File: src/rtl/ysyx_25040111_regfile_sb_if.sv
// Bus between decode/issue and the scoreboarded register file.
//   master : issue side, drives write-back, reservation and read requests
//   slave  : register file, returns read data, hazard, pending count, ready
interface ysyx_25040111_regfile_sb_if #(
    parameter int XLEN = 32,
    parameter int NREG = 16
) ();
    localparam int AW = $clog2(NREG);

    logic            ready;
    logic            wen;
    logic [AW-1:0]   waddr;
    logic [XLEN-1:0] wdata;
    logic            rsv_en;
    logic [AW-1:0]   rsv_addr;
    logic [1:0]      ren;
    logic [AW-1:0]   ars1;
    logic [AW-1:0]   ars2;
    logic [XLEN-1:0] rs1;
    logic [XLEN-1:0] rs2;
    logic            hazard;
    logic [AW:0]     pend_cnt;

    modport master (
        output wen, waddr, wdata, rsv_en, rsv_addr, ren, ars1, ars2,
        input  ready, rs1, rs2, hazard, pend_cnt
    );

    modport slave (
        input  wen, waddr, wdata, rsv_en, rsv_addr, ren, ars1, ars2,
        output ready, rs1, rs2, hazard, pend_cnt
    );
endinterface

File: src/rtl/ysyx_25040111_regfile_sb.sv
// Integer register file with write-back scoreboard and sequential clear.
//   clock  : single clock, all state on posedge
//   reset  : synchronous active-high, restarts the clear sweep
//   bus    : slave side of ysyx_25040111_regfile_sb_if
//            wen/waddr/wdata  write-back port
//            rsv_en/rsv_addr  reservation (marks destination pending)
//            ren/ars1/ars2    read requests, rs1/rs2 combinational data
//            hazard           enabled read hits an unresolved pending reg
//            pend_cnt         registered number of pending registers
//            ready            high once the clear sweep has completed
module ysyx_25040111_regfile_sb #(
    parameter int XLEN = 32,
    parameter int NREG = 16
) (
    input logic                       clock,
    input logic                       reset,
    ysyx_25040111_regfile_sb_if.slave bus
);
    localparam int unsigned AW = $clog2(NREG);

    typedef enum logic {CLEAR, RUN} state_t;

    state_t          state_q, state_d;
    logic [AW-1:0]   idx_q, idx_d;
    logic [XLEN-1:0] rf [NREG];
    logic [NREG-1:0] pend_q, pend_d;
    logic [AW:0]     cnt_q, cnt_d;
    logic            run, wr_do, rsv_do, cnt_inc, cnt_dec;

    always_ff @(posedge clock) begin
        if (reset) begin
            state_q <= CLEAR;
            idx_q   <= '0;
            pend_q  <= '0;
            cnt_q   <= '0;
        end else begin
            state_q <= state_d;
            idx_q   <= idx_d;
            pend_q  <= pend_d;
            cnt_q   <= cnt_d;
        end
    end

    always_comb begin
        state_d = state_q;
        idx_d   = idx_q;
        case (state_q)
            CLEAR: begin
                idx_d = idx_q + 1'b1;
                if (idx_q == AW'(NREG - 1)) state_d = RUN;
            end
            RUN:     state_d = RUN;
            default: state_d = CLEAR;
        endcase
    end

    assign run    = (state_q == RUN);
    assign wr_do  = run && bus.wen    && (bus.waddr    != '0);
    assign rsv_do = run && bus.rsv_en && (bus.rsv_addr != '0);

    // Storage has no reset; the sweep zeroes it one entry per cycle.
    always_ff @(posedge clock) begin
        if (!reset) begin
            if (state_q == CLEAR) rf[idx_q] <= '0;
            else if (wr_do)       rf[bus.waddr] <= bus.wdata;
        end
    end

    // Reservation is applied after the write-back clear so a same-address
    // collision leaves the bit set for the new producer.
    always_comb begin
        pend_d = pend_q;
        if (wr_do)  pend_d[bus.waddr]    = 1'b0;
        if (rsv_do) pend_d[bus.rsv_addr] = 1'b1;
    end

    // Count tracks pend_d incrementally instead of a popcount.
    assign cnt_inc = rsv_do && !pend_q[bus.rsv_addr];
    assign cnt_dec = wr_do && pend_q[bus.waddr]
                     && !(rsv_do && (bus.rsv_addr == bus.waddr));

    always_comb begin
        cnt_d = cnt_q;
        if (cnt_inc && !cnt_dec)      cnt_d = cnt_q + 1'b1;
        else if (cnt_dec && !cnt_inc) cnt_d = cnt_q - 1'b1;
    end

    function automatic logic [XLEN-1:0] read_port(input logic en, input logic [AW-1:0] a);
        if (!en || (a == '0) || !run)    return '0;
        if (bus.wen && (bus.waddr == a)) return bus.wdata;
        return rf[a];
    endfunction

    function automatic logic port_hazard(input logic en, input logic [AW-1:0] a);
        return en && (a != '0) && pend_q[a] && !(bus.wen && (bus.waddr == a));
    endfunction

    always_comb begin
        bus.rs1    = read_port(bus.ren[0], bus.ars1);
        bus.rs2    = read_port(bus.ren[1], bus.ars2);
        bus.hazard = run && (port_hazard(bus.ren[0], bus.ars1) ||
                             port_hazard(bus.ren[1], bus.ars2));
    end

    assign bus.ready    = run;
    assign bus.pend_cnt = cnt_q;
endmodule

File: src/flat_wrapper.sv
// flat-port wrapper written by rule: the top's interface ports become plain ports
module ysyx_25040111_regfile_sb_flat 
#(
    parameter int XLEN = 32,
    parameter int NREG = 16
)
  (clock, reset, bus_wen, bus_waddr, bus_wdata, bus_rsv_en, bus_rsv_addr, bus_ren, bus_ars1, bus_ars2, bus_ready, bus_rs1, bus_rs2, bus_hazard, bus_pend_cnt);
  ysyx_25040111_regfile_sb_if #(.XLEN(XLEN), .NREG(NREG)) bus_i ();
  input logic clock;
  input logic reset;
  input wire logic [$bits(bus_i.wen)-1:0] bus_wen;
  input wire logic [$bits(bus_i.waddr)-1:0] bus_waddr;
  input wire logic [$bits(bus_i.wdata)-1:0] bus_wdata;
  input wire logic [$bits(bus_i.rsv_en)-1:0] bus_rsv_en;
  input wire logic [$bits(bus_i.rsv_addr)-1:0] bus_rsv_addr;
  input wire logic [$bits(bus_i.ren)-1:0] bus_ren;
  input wire logic [$bits(bus_i.ars1)-1:0] bus_ars1;
  input wire logic [$bits(bus_i.ars2)-1:0] bus_ars2;
  output wire logic [$bits(bus_i.ready)-1:0] bus_ready;
  output wire logic [$bits(bus_i.rs1)-1:0] bus_rs1;
  output wire logic [$bits(bus_i.rs2)-1:0] bus_rs2;
  output wire logic [$bits(bus_i.hazard)-1:0] bus_hazard;
  output wire logic [$bits(bus_i.pend_cnt)-1:0] bus_pend_cnt;
  assign bus_i.wen = bus_wen;
  assign bus_i.waddr = bus_waddr;
  assign bus_i.wdata = bus_wdata;
  assign bus_i.rsv_en = bus_rsv_en;
  assign bus_i.rsv_addr = bus_rsv_addr;
  assign bus_i.ren = bus_ren;
  assign bus_i.ars1 = bus_ars1;
  assign bus_i.ars2 = bus_ars2;
  assign bus_ready = bus_i.ready;
  assign bus_rs1 = bus_i.rs1;
  assign bus_rs2 = bus_i.rs2;
  assign bus_hazard = bus_i.hazard;
  assign bus_pend_cnt = bus_i.pend_cnt;
  ysyx_25040111_regfile_sb #(.XLEN(XLEN), .NREG(NREG)) u_core (.clock(clock), .reset(reset), .bus(bus_i));
endmodule
File: config.mk
export PLATFORM = sky130hd
export DESIGN_NAME = ysyx_25040111_regfile_sb_flat
export DESIGN_NICKNAME = d
export VERILOG_FILES = /design/src/rtl/ysyx_25040111_regfile_sb_if.sv /design/src/rtl/ysyx_25040111_regfile_sb.sv /design/src/flat_wrapper.sv
export SDC_FILE = /design/constraint.sdc
export NUM_CORES = 1
export LEC_CHECK = 0
export BUFFER_PORTS_ARGS = -buffer_cell sky130_fd_sc_hd__buf_2
export CORE_MARGIN = 2
export CORE_UTILIZATION = 65
export CTS_CLUSTER_SIZE = 25
export DETAILED_ROUTE_END_ITERATION = 8
export GPL_TIMING_DRIVEN = 0
export PLACE_DENSITY = 0.95
export SLEW_MARGIN = 20
export SYNTH_ARGS = -nofsm -noshare
export SYNTH_HDL_FRONTEND = slang
export SYNTH_SLANG_ARGS = --single-unit
File: constraint.sdc
create_clock -name clock -period 9.6 [get_ports clock]
set_input_delay 0.48 -clock clock [delete_from_list [all_inputs] [get_ports clock]]
set_output_delay 0.48 -clock clock [all_outputs]
set_load 0.1 [all_outputs]
==> results, run 1 <==
- After detailed routing, the average wire length per cell comes to 37.5 um.
- The endpoint identified for the worst register-to-register timing path is u_core.bus.pend_cnt[4].
- The synthesized design contains 512 enable-type register cells.
- By area the synthesized netlist is led by edfxtp_1 (58%), mux4_2 (23%), mux2i_1 (2.6%).
- In this run the tightest slew margin relative to its limit is 26.5%.
- The area used by sequential logic in the layout is approximately 0.016 mm^2.
- The worst voltage drop across the vdd grid is 0.000152 V.
- The largest total area in the synthesized netlist belongs to edfxtp_1.
- The post-detailed-routing wire length is 84.0 mm.
- The ratio of cells with drive above 1 in the final layout is 32.7%.
- The required time at the endpoint of the critical path is 9.12 ns.
- Dividing the final minimum period by the clock period gives 47.7%.
- The fraction of post-synthesis cell area in the top cell type by area is 58.1%.
- The worst-skew pair later-pin latency is 0.60 ns.
- The TritonCTS buffer count is 51.
- The placement row count is 73.
- The number of global-route vias before repair is 18300.
- Sorting the synthesized cells by how often they occur yields edfxtp_1 (512), mux4_2 (270), a21oi_1 (86).
- The number of nets with antenna violations after detailed routing is 0.
- At the end of routability-driven placement, the weighted congestion stood at 0.883.
- Excluding fillers, the count of instances in the completed layout stands at 2238.
- The remaining design rule violation count is 0.
- After global routing the overflow that remains totals 0.
- The startpoint of the most critical register-to-register path is u_core.bus.ready.
- In this run the worst path has a maximum fanout of 10.
- The clock passes through at most 3 buffers.
- The die is 206 um tall.
- The nature of the critical path startpoint is a register.
- The highest cell delay on the worst timing path is 0.86 ns.
- A synthesized cell averages 17.7 um^2.
- The routed length on met3 is 12.8 mm.
- In the routed layout, each cell is associated on average with a via count of 8.17.
- The final-layout fill cell count is 2054.
- For this run, the leading register cell type out of synthesis is edfxtp_1.
- The smallest clock period supported by the final layout is computed as about 4.6 ns.
- In this run, the number of DRC markers left after iteration 0 of detailed routing was 2997.
- The starting utilization of the core area is 66.2%.
- Yosys instantiated no cell more often than edfxtp_1.
- The number of gates resized after CTS was 0.
- The final-stage net count is 1731.
- The Yosys step of the flow raised 0 warnings.
- The first global-routing pass estimated 120 mm of wire.
- The worst hold path cell count is 3.
- The library cell used as clock root buffer is clkbuf_16.
- The mapped netlist covers roughly 0.026 mm^2.
- The critical path is of the reg -> out type.
- In this run the worst hold path is classified as in -> reg.
- The transition time at the pin with the least slew margin is 1.10 ns.
- The count of clock tree sinks is approximately 540.
- The static leakage is 0.0108 uW.
- TritonCTS built the clock tree.
- Once placement completed, the tool counted placed cells totaling 2143.
- The top routing layer in use is met4.
- The start point of the worst hold path is bus_rsv_addr[2].
- The number of top-level pins is 125.
- The repair_antennas step left the layout with diodes totalling 0.
- Detailed placement ended at an HPWL of 53.0 mm.
- The total global-route track usage is about 41%.
- For this design, the CTS-stage hold fixing added 0 buffers.
- The area used by multi-input combinational logic is 0.0100 mm^2.
- After clock tree synthesis, the setup repair step added 0 buffers.
- The share of async-settable or async-resettable flops after synthesis is 0%.
- The kind of capture point of the worst setup path is an output port.
- The cell family contributing the most delay on the critical path is buffers and inverters.
- Counting every instance in the synthesized netlist gives 1492.
- The aggregate negative setup slack is 0 ns.
- For this run, the register share of the synthesized area comes to 60.0%.
- The floorplan step set the die width to 206 um.
- The tool flagged a number of max-cap violations equal to 0.
- The count of pins over their slew limit is 0.
- For this design, the slowest cell found on the critical path is a31oi_1.
- In this run the standard cell core region covers 0.0400 mm^2.
- The number of antenna violations at the first check in global routing is 0.
- Setup repair after global routing left no endpoint under its margin.
- For hold timing, the worst endpoint is u_core.pend_q[15].
- The flow ran to the end, and the final reports show no timing, DRC or antenna violations.
- Counting cells, the worst reg-to-reg path comes to 12.
- Together, buffers and inverters on the worst path number 3.
- The final number of hold-violating endpoints is 0.
- The setup slack on the worst flop-to-flop path is 6.19 ns.
- The number of synthesized register bits is approximately 540.
- The number of nets handed over by synthesis was roughly 1600.
- The final route contains 18300 vias.
- From synthesis to final layout, the design area changed by 13.1%.
- The completed layout was analyzed and its total power is 5120 uW.
- The count of unique library cells instantiated by Yosys is 43.
- After detailed routing, the met2 layer carries roughly 39 mm of wire.
- The wire length on met1 is 25.3 mm.
- Data arrives at the worst endpoint at between 4 and 5 ns.
- The number of detailed-routing iterations run before antenna repair is 8.
- CTS built an H-tree with a depth of 2.
- The pin count of the biggest net entering global routing is 22.
- The worst clock skew is 0.0179 ns.
- The critical path goes through clkbuf_1, nand3_1, a31oi_1, clkbuf_1, a22o_1, buf_2.
- Power spread over the standard cell area amounts to 171 mW/mm^2.
- Counting stages on the worst path, the most repeated cell is clkbuf_1.
- Buffers placed on the I/O ports in this run total between 100 and 150.
- The post-CTS clock slew at the launch and capture registers of the worst setup and hold paths is 0.07 ns.
- The full die area is 0.0424 mm^2.
- The maximum clock frequency is 218 MHz.
- The number of failing setup endpoints in the final timing report is 0.
[worst min-delay path, stage by stage]
cell      delay (ns)
clkbuf_1        0.22
nand3_1         0.13
a21oi_1         0.06
[per-stage QoR]
stage | cell area, um^2 | setup slack (ns) | hold WS, ns | utilization [%]
floorplan | 26500 | 5.92 | 0.474 | -
global placement | 27700 | 4.38 | 0.470 | 69.2
detailed placement | 28200 | 5.63 | 0.486 | 70.5
CTS | 29900 | 5.27 | 0.340 | 74.8
global route | 29900 | 5.02 | 0.355 | 74.9
finish | 29900 | 5.02 | 0.351 | 74.9
[placed cells by master, fill, tap and decap left out, drive strengths merged, types with 26 or more instances in the layout]
cell type | Yosys | final
clkbuf | 59 | 120
nor2b | 71 | 71
a22o | 64 | 64
mux4 | 270 | 270
a211oi | 65 | 65
dfxtp | 26 | 26
nor2 | 38 | 38
and2 | 34 | 34
buf | 73 | 199
mux2i | 70 | 70
a21oi | 86 | 86
edfxtp | 512 | 512
[how the worst max path moves through the flow]
stage | start | slack, ns | to | cells after the start
global placement | bus_waddr[1] | 4.38 | u_core.rf[8][18] | 7
floorplan | u_core.bus.ready | 5.92 | u_core.rf[0][0] | 6
finish | u_core.bus.ready | 5.02 | bus_rs2[19] | 6
detailed placement | bus_waddr[1] | 5.63 | u_core.bus.pend_cnt[4] | 13
global route | u_core.bus.ready | 5.02 | bus_rs2[19] | 6
CTS | u_core.bus.ready | 5.27 | bus_rs2[20] | 6
[layer usage]
layer / track usage, % / vias to the layer above
met1: 49.6 / 8975
met3: 13.1 / 544
met4: 24.1 / 0
met2: 64.1 / 2132
met5: 0 / -
li1: - / 6637
[logic make-up after synthesis]
family,count (synthesis),share of synthesized area [%]
adders and majority gates,6,0.312
muxes,346,25.9
and+or+nand+nor,198,4.08
xor gates and xnor gates,19,0.629
AOI/OAI and AO/OA,249,6.45
buffers and inverters,136,2.62
DFF,538,60.0
[state kept, by name (all words and copies together), names as in the netlist]
signal	count
u_core.bus.pend_cnt	5
u_core.bus.ready	1
u_core.rf	512
u_core.pend_q	16
u_core.idx_q	4
[power by group]
| group | leakage (uW) | switching [uW] | total, uW | internal (uW) |
|---|---|---|---|---|
| Combinational | 0.00427 | 243 | 401 | 157 |
| Clock | 0.000844 | 913 | 2150 | 1230 |
| Sequential | 0.00568 | 16.3 | 2580 | 2560 |
| Total | 0.0108 | 1170 | 5120 | 3950 |
[cell type report]
class	instances	share of cell area, %
flip-flops and latches	538	53.1
multi-input cells	818	33.4
clock buffers	61	4.46
repair buffers	126	3.18
plain buffers	132	2.27
well taps	525	2.19
clock inverters	34	1.34
inverters	4	0.0501
(Power assumes the default switching activity.)
==> inputs of run 2 (changes only) <==
--- a/config.mk
+++ b/config.mk
@@ -7,11 +7,11 @@
 export LEC_CHECK = 0
 export BUFFER_PORTS_ARGS = -buffer_cell sky130_fd_sc_hd__buf_2
 export CORE_MARGIN = 2
-export CORE_UTILIZATION = 65
+export CORE_UTILIZATION = 62
 export CTS_CLUSTER_SIZE = 25
 export DETAILED_ROUTE_END_ITERATION = 8
 export GPL_TIMING_DRIVEN = 0
-export PLACE_DENSITY = 0.95
+export PLACE_DENSITY = 0.91
 export SLEW_MARGIN = 20
 export SYNTH_ARGS = -nofsm -noshare
 export SYNTH_HDL_FRONTEND = slang
==> constraint.sdc (replaced) <==
create_clock -name clock -period 4.5 [get_ports clock]
set_input_delay 0.225 -clock clock [delete_from_list [all_inputs] [get_ports clock]]
set_output_delay 0.225 -clock clock [all_outputs]
set_load 0.1 [all_outputs]
==> run 2 against run 1 <==
Net effect:
- power rose by 120%
- wire length fell by 5.2%
- sequential power up 110%
- first-iteration DRC count decreased by 16%
- design area up 0.38%
- combinational power increased by 110%
- via count shrank 4.4%
- final cell count up 0.71%
- critical endpoint is now bus_rs1[14]
==> results, run 2 (synthesized netlist as in run 1, its figures left out) <==
- At the later pin of the worst-skew pair, clock insertion delay measures 0.60 ns.
- The destination of the worst register-to-register timing path is u_core.bus.pend_cnt[4].
- The startpoint of the most critical register-to-register path is u_core.bus.ready.
- The number of global-route vias before repair is 18400.
- At the worst endpoint, the required time is 4.28 ns.
- Leaving out fill and tap cells, the most frequent cells in the layout are edfxtp_1 (512), mux4_2 (270), buf_2 (150).
- IR analysis of the VDD net gives a maximum drop of about 0.00036 V.
- Setup repair after global routing left no endpoint under its margin.
- The number of antenna violations at the first check in global routing is 1.
- The class of the most critical hold timing path is in -> reg.
- The pin count of the biggest net entering global routing is 23.
- Counting the fill cells in the layout gives 2328.
- The critical path starts at u_core.bus.ready.
- The H-tree generated during clock tree synthesis spans 2 levels.
- The maximum clock frequency is around 230 MHz.
- The power per cell area is about 370 mW/mm^2.
- The most utilized layer in the global route result is met2.
- The library cell used as clock root buffer is clkbuf_16.
- Counting tap cells, the placed design contains a total of 2157 instances.
- The detailed placer's ending HPWL is 51.6 mm.
- The area of the core region is ~0.042 mm^2.
- The post-detailed-routing wire length is 79.7 mm.
- The worst setup path is captured at an output port.
- The data arrival time of the critical path is around 4 ns.
- Traced cell by cell, the critical path runs through clkbuf_1, nand3_1, a31oi_1, clkbuf_1, a22o_1, buf_2.
- The static leakage is 0.0109 uW.
- Along the worst path, the maximum fanout reaches 10.
- The category of cells accounting for the largest share of critical-path delay is buffers and inverters.
- The transition time at the pin with the least slew margin is between 1 and 1.5 ns.
- The shortest period the worst path allows is 4.35 ns.
- The placement row count is 75.
- The count of buffers inserted at the top-level ports is 110.
- The number of nets with antenna violations after detailed routing is 0.
- The max-capacitance violation count is 0.
- For this run, the slowest stage of the critical path takes 0.96 ns.
- The global placement routability congestion is around 0.9.
- The final route contains 17500 vias.
- The tree built by TritonCTS fans out to 538 sinks.
- The number of failing setup endpoints in the final timing report is 0.
- The detailed-route vias per instance is 7.76.
- The library cell used most frequently in the layout, excluding fill and tap cells, is edfxtp_1.
- After routing, the total negative slack on setup checks comes to 0 ns.
- The die boundary height is 211 um.
- The worst setup path category is reg -> out.
- The final core utilization is 71.5%.
- The flow ran to the end, and the final reports show no timing, DRC or antenna violations.
- The area used by sequential logic in the layout is roughly 0.016 mm^2.
- The met2 layer usage reported by global route is between 50 and 60%.
- The clock tree from TritonCTS is built.
- In the routed design, unresolved DRC markers number 0.
- For this design, the CTS-stage hold fixing added 0 buffers.
- Clock-pin slew was measured on the worst setup and hold paths at 0.07 ns.
- The worst pin sits at a relative slew slack of 14.8%.
- Summing all multi-input logic gate instances after layout gives between 0.01 and 0.015 mm^2.
- After clock tree synthesis, the setup repair step added 0 buffers.
- The chip width is 211 um.
- The floorplan step defined a die boundary enclosing approximately 0.044 mm^2.
- The most common cell type on the critical path is clkbuf_1.
- The total overflow left after global routing is 0.
- The ratio of cells with drive above 1 in the final layout is 32.8%.
- Clock tree synthesis inserted a total of 52 buffers.
- The worst clock skew is 0.0125 ns.
- The setup slack on the worst flop-to-flop path is 1.07 ns.
- The starting utilization of the core area is 63.0%.
- The detailed router finished its first iteration with 2525 violations.
- The post-synthesis to final-layout area growth is 13.5%.
- The number of detailed-routing iterations run before antenna repair is 6.
- The number of flip-flops under the largest register name is 512.
- The total global-route track usage is about 37%.
- The number of non-filler instances in the completed layout is about 2300.
- The design draws 11000 uW.
- The worst-case clock buffer depth is 3.
- Together, buffers and inverters on the worst path number 3.
- The count of pins over their slew limit is 0.
- The met1 track demand over resource in global routing is between 40% and 50%.
- The path depth of the worst reg2reg path is 12.
- The wire length per cell is 35.3 um.
- Of the available clock period, the critical path in the final layout requires 96.6%.
- The number of gates on the worst path with buffers counted is 6.
- The nature of the critical path startpoint is a register.
- The final-stage net count is 1732.
- The top register by number of flip-flops is u_core.rf.
- The first global-routing pass estimated 117 mm of wire.
- The number of antenna diodes in the final layout is 0.
- The number of top-level pins is 125.
- The destination of the critical timing path is bus_rs1[14].
- The number of cells upsized or downsized after cts is 0.
- The cell with the largest stage delay on the worst path is a31oi_1.
- The final cell area excluding filler cells is around 0.030 mm^2.
- The global routing met3 resource utilization is 12.9%.
- The final number of hold-violating endpoints was 0.
- The post-detailed-placement cell area is 0.0282 mm^2.
run 2: changes by cell type in the layout (fill, tap and decap cells not counted), sizes merged:
cell,change
clkbuf,+4
bufinv,+1
inv,-1
clkinv,-1
clkinvlp,-1
run 2: worst min path at each step:
stage	to	from	slack [ns]	cells past startpoint
2_1_floorplan	u_core.pend_q[2]	u_core.pend_q[2]	0.47	2
3_3_place_gp	u_core.bus.pend_cnt[4]	u_core.bus.pend_cnt[4]	0.47	2
3_5_place_dp	u_core.bus.pend_cnt[4]	u_core.bus.pend_cnt[4]	0.49	2
4_1_cts	u_core.pend_q[14]	bus_rsv_addr[2]	0.06	3
5_1_grt	u_core.pend_q[15]	bus_rsv_addr[3]	0.10	3
6_report	u_core.pend_q[14]	bus_rsv_addr[2]	0.09	3
run 2: worst reg2reg max path: cells and delay by family, from the launching register on:
family,cells,cell delay (ns)
XOR/XNOR,1,0.09
adder cells (fa/ha/maj),2,0.64
AO/OA/AOI/OAI,5,1.01
buffers and inverters,2,0.62
flip-flops,1,0.39
AND/OR/NAND/NOR,2,0.60
run 2: where the power goes:
group          total, uW  leakage (uW)  internal, uW  switching [uW]
combinational        847       0.00427           335             511
sequential          5490       0.00568          5460            30.2
clock               4710      0.000894          2790            1920
run 2: area by class of cell:
type,instances,share of cell area [%]
clock buffers,65,4.70
repair buffers,126,3.22
multi-input cells,818,33.3
well taps,539,2.24
flip-flops and latches,538,52.9
plain buffers,132,2.26
inverters,4,0.0499
clock inverters,32,1.37
run 2: through the flow:
step	worst slack, ns	hold slack [ns]
6_report	0.155	0.0925
5_1_grt	0.148	0.103
4_1_cts	0.252	0.0645
3_5_place_dp	0.835	0.491
3_3_place_gp	-0.550	0.472
2_1_floorplan	0.821	0.474
run 2: layer usage:
layer	wire length, um	vias to the layer above	share of wire (%)
met5	11	-	0.014
met4	4930	2	6.2
met3	11800	376	15
met2	37900	1739	48
met1	25000	8732	31
li1	-	6633	-
==> inputs of run 3 (changes only) <==
--- a/config.mk
+++ b/config.mk
@@ -11,7 +11,7 @@
 export CTS_CLUSTER_SIZE = 25
 export DETAILED_ROUTE_END_ITERATION = 8
 export GPL_TIMING_DRIVEN = 0
-export PLACE_DENSITY = 0.91
+export PLACE_DENSITY_LB_ADDON = 0.08
 export SLEW_MARGIN = 20
 export SYNTH_ARGS = -nofsm -noshare
 export SYNTH_HDL_FRONTEND = slang
==> run 3 against run 2 <==
Net effect:
- clock skew is 0.0060 ns higher
- sequential power hardly changed
- non-clock buffer count is 1 higher
- die area stayed put
- flip-flop and latch count stayed put
- wire length is 7.0% lower
- critical path depth stayed put
- utilization is 0.36 points lower
- design area is 0.51% lower
- sequential share of layout area is 0.27 points higher
- final cell count hardly changed
- highest routed layer is now met4
==> results, run 3 (synthesized netlist as in run 1, its figures left out) <==
- Summed over all layers, the routed wires come to 74.1 mm.
- From left edge to right edge, the die measures 211 um.
- The number of antenna violations at the first check in global routing came to 1.
- The number of cells upsized or downsized after cts is 0.
- The remaining design rule violation count is 0.
- Compared with the post-synthesis result, the final layout area differs by 13.0%.
- The count of clock tree sinks is between 500 and 600.
- The count of pins over their slew limit is 0.
- For this run, the detailed router's first-pass iteration total came to 7.
- The transition time at the pin with the least slew margin is 1.14 ns.
- The first global-routing pass estimated between 100 and 150 mm of wire.
- The wire length per cell is 32.8 um.
- For this run, the slowest stage of the critical path takes 0.73 ns.
- The worst setup path category is reg -> out.
- The antenna diode count is 0.
- The floorplan has 75 rows.
- The worst-case clock buffer depth is 3.
- The worst hold path belongs to the class in -> reg.
- The H-tree generated during clock tree synthesis spans 2 levels.
- The number of top-level pins is 125.
- The number of global-route vias before repair is 16700.
- In the final layout, the share of cells above drive strength 1 is 32.5%.
- For the worst setup path, the data required time is 4.28 ns.
- The setup slack on the worst flop-to-flop path is 1.18 ns.
- The highest net fanout along the worst path is 10.
- The worst hold slack across all endpoints is 0.0660 ns.
- The final number of hold-violating endpoints is 0.
- The max-capacitance violation count is 0.
- The run finished with clean final reports.
- Counting stages on the worst path, the most repeated cell is clkbuf_1.
- The most common library cell in the layout ignoring fill and taps is edfxtp_1.
- Setup repair after global routing left no endpoint under its margin.
- Measured against its own limit, the worst slew margin works out to a little under a quarter.
- The worst hold path cell count is 3.
- The number of flip-flops under the largest register name is 512.
- The critical path goes through clkbuf_1, nand3_1, a31oi_1, clkbuf_1, a22o_1, buf_2.
- The pin count of the biggest net entering global routing is 22.
- Clock tree synthesis inserted a total of 54 buffers.
- The die boundary height is 211 um.
- The pre-CTS worst setup slack is 0.817 ns.
- The library cells used most frequently in the layout, excluding fill and tap cells, are edfxtp_1 (512), mux4_2 (270), buf_2 (150).
- Setup violations remaining at the end of the flow were counted as 0.
- The cell with the largest stage delay on the worst path is clkbuf_1.
- The worst-skew pair later-pin latency is 0.63 ns.
- Summing internal, switching and leakage power gives 10700 uW.
- The post-detailed-placement cell area is approximately 0.028 mm^2.
- The maximum clock frequency is approximately 250 MHz.
- The data arrival time of the critical path is 3.77 ns.
- The worst voltage drop across the vdd grid is 0.000331 V.
- The buffer count from post-CTS setup fixing is 0.
- Clock-pin slew was measured on the worst setup and hold paths at 0.06 ns.
- The worst clock skew is between 0.015 and 0.02 ns.
- The count of buffers inserted at the top-level ports is 110.
- The top register by number of flip-flops is u_core.rf.
- The portion of the clock cycle consumed by the worst path in the final layout is between 80% and 90%.
- Buffers inserted to repair hold after CTS numbered 0.
- The worst setup path is captured at an output port.
- After detailed routing, the number of vias per cell comes to 7.34.
- The tree is rooted in a clkbuf_16.
- The congestion estimate from routability-driven global placement came to 0.863.
- Once detailed placement completed, the half-perimeter wirelength came to about 50 mm.
- The final-stage net count is about 1700.
- The path depth of the worst reg2reg path is 12.
- The final cell area excluding filler cells is roughly 0.03 mm^2.
- The number of vias after detailed routing is 16600.
- The floorplan step defined a die boundary enclosing 0.0444 mm^2.
- After floorplanning, the core was sized to cover around 0.042 mm^2.
- TritonCTS built the clock tree.
- The global route total overflow is 0.
- The power per cell area is 357 mW/mm^2.
- The total global-route track usage is 34.2%.
- Once detail routing completed, the nets flagged for antenna violations numbered 0.
- STA classifies the critical path startpoint as a register.
- The post-route worst setup slack is slightly above 0.5 ns.
- The number of design-rule violations left by the first detailed-router iteration is between 2000 and 2500.
- The static leakage is 0.0108 uW.
- The worst path needs 3.99 ns of the cycle, external delays included.
- The starting utilization of the core area is 63.0%.
==> run 3: cell count changes in the layout (fill, tap and decap cells not counted) <==
cell,change
bufinv_16,-8
clkbuf_1,+7
buf_12,+6
buf_16,-5
clkinv_2,-4
clkbuf_16,+3
clkbuf_2,+1
clkinv_8,-1
inv_16,+1
inv_4,+1
inv_6,+1
==> run 3: layout make-up <==
class	instances	area, um^2
Timing Repair Buffer	127	951
Inverter	4	15.0
Clock inverter	22	170
Clock buffer	76	1520
Buffer	132	679
Sequential cell	538	15900
Tap cell	539	674
Multi-Input combinational cell	818	10000
Fill cell	2640	12100
==> run 3: final timing paths <==
path | start | end
worst max-delay path | u_core.bus.ready | bus_rs1[20]
worst max register to register | u_core.bus.ready | u_core.bus.pend_cnt[4]
worst min register to register | u_core.bus.pend_cnt[4] | u_core.bus.pend_cnt[4]
worst min-delay path | bus_rsv_addr[2] | u_core.pend_q[15]
==> run 3: layer usage <==
layer  routed length (um)  up-vias  share of wire, %  global-route usage [%]
li1                     -     6651                 -                       -
met1                27200     8579                37                    47.5
met2                35100     1128                47                    53.3
met3                 8830      192                12                    8.42
met4                 2940        0               4.0                    13.5
met5                    0        -                 0                       0
==> run 3: power breakdown <==
group	leakage, uW	switching [uW]	internal, uW
clock	0.000826	1910	2460
sequential	0.00568	23.9	5460
combinational	0.00427	491	339
==> run 3: per-stage QoR <==
stage                     instances  util (%)  setup TNS, ns
after floorplan                1492         -              0
after global placement         2141      65.9        -294.00
after detailed placement       2158      67.1              0
after CTS                      2256      71.1              0
after global routing           2256      71.1              0
final                          2256      71.1              0
==> run 3: critical path, delay by kind of cell (launching register included) <==
family,cells,cell delay (ns)
simple gates,1,0.18
flops,1,0.39
compound gates,2,0.88
buf+inv,3,1.67
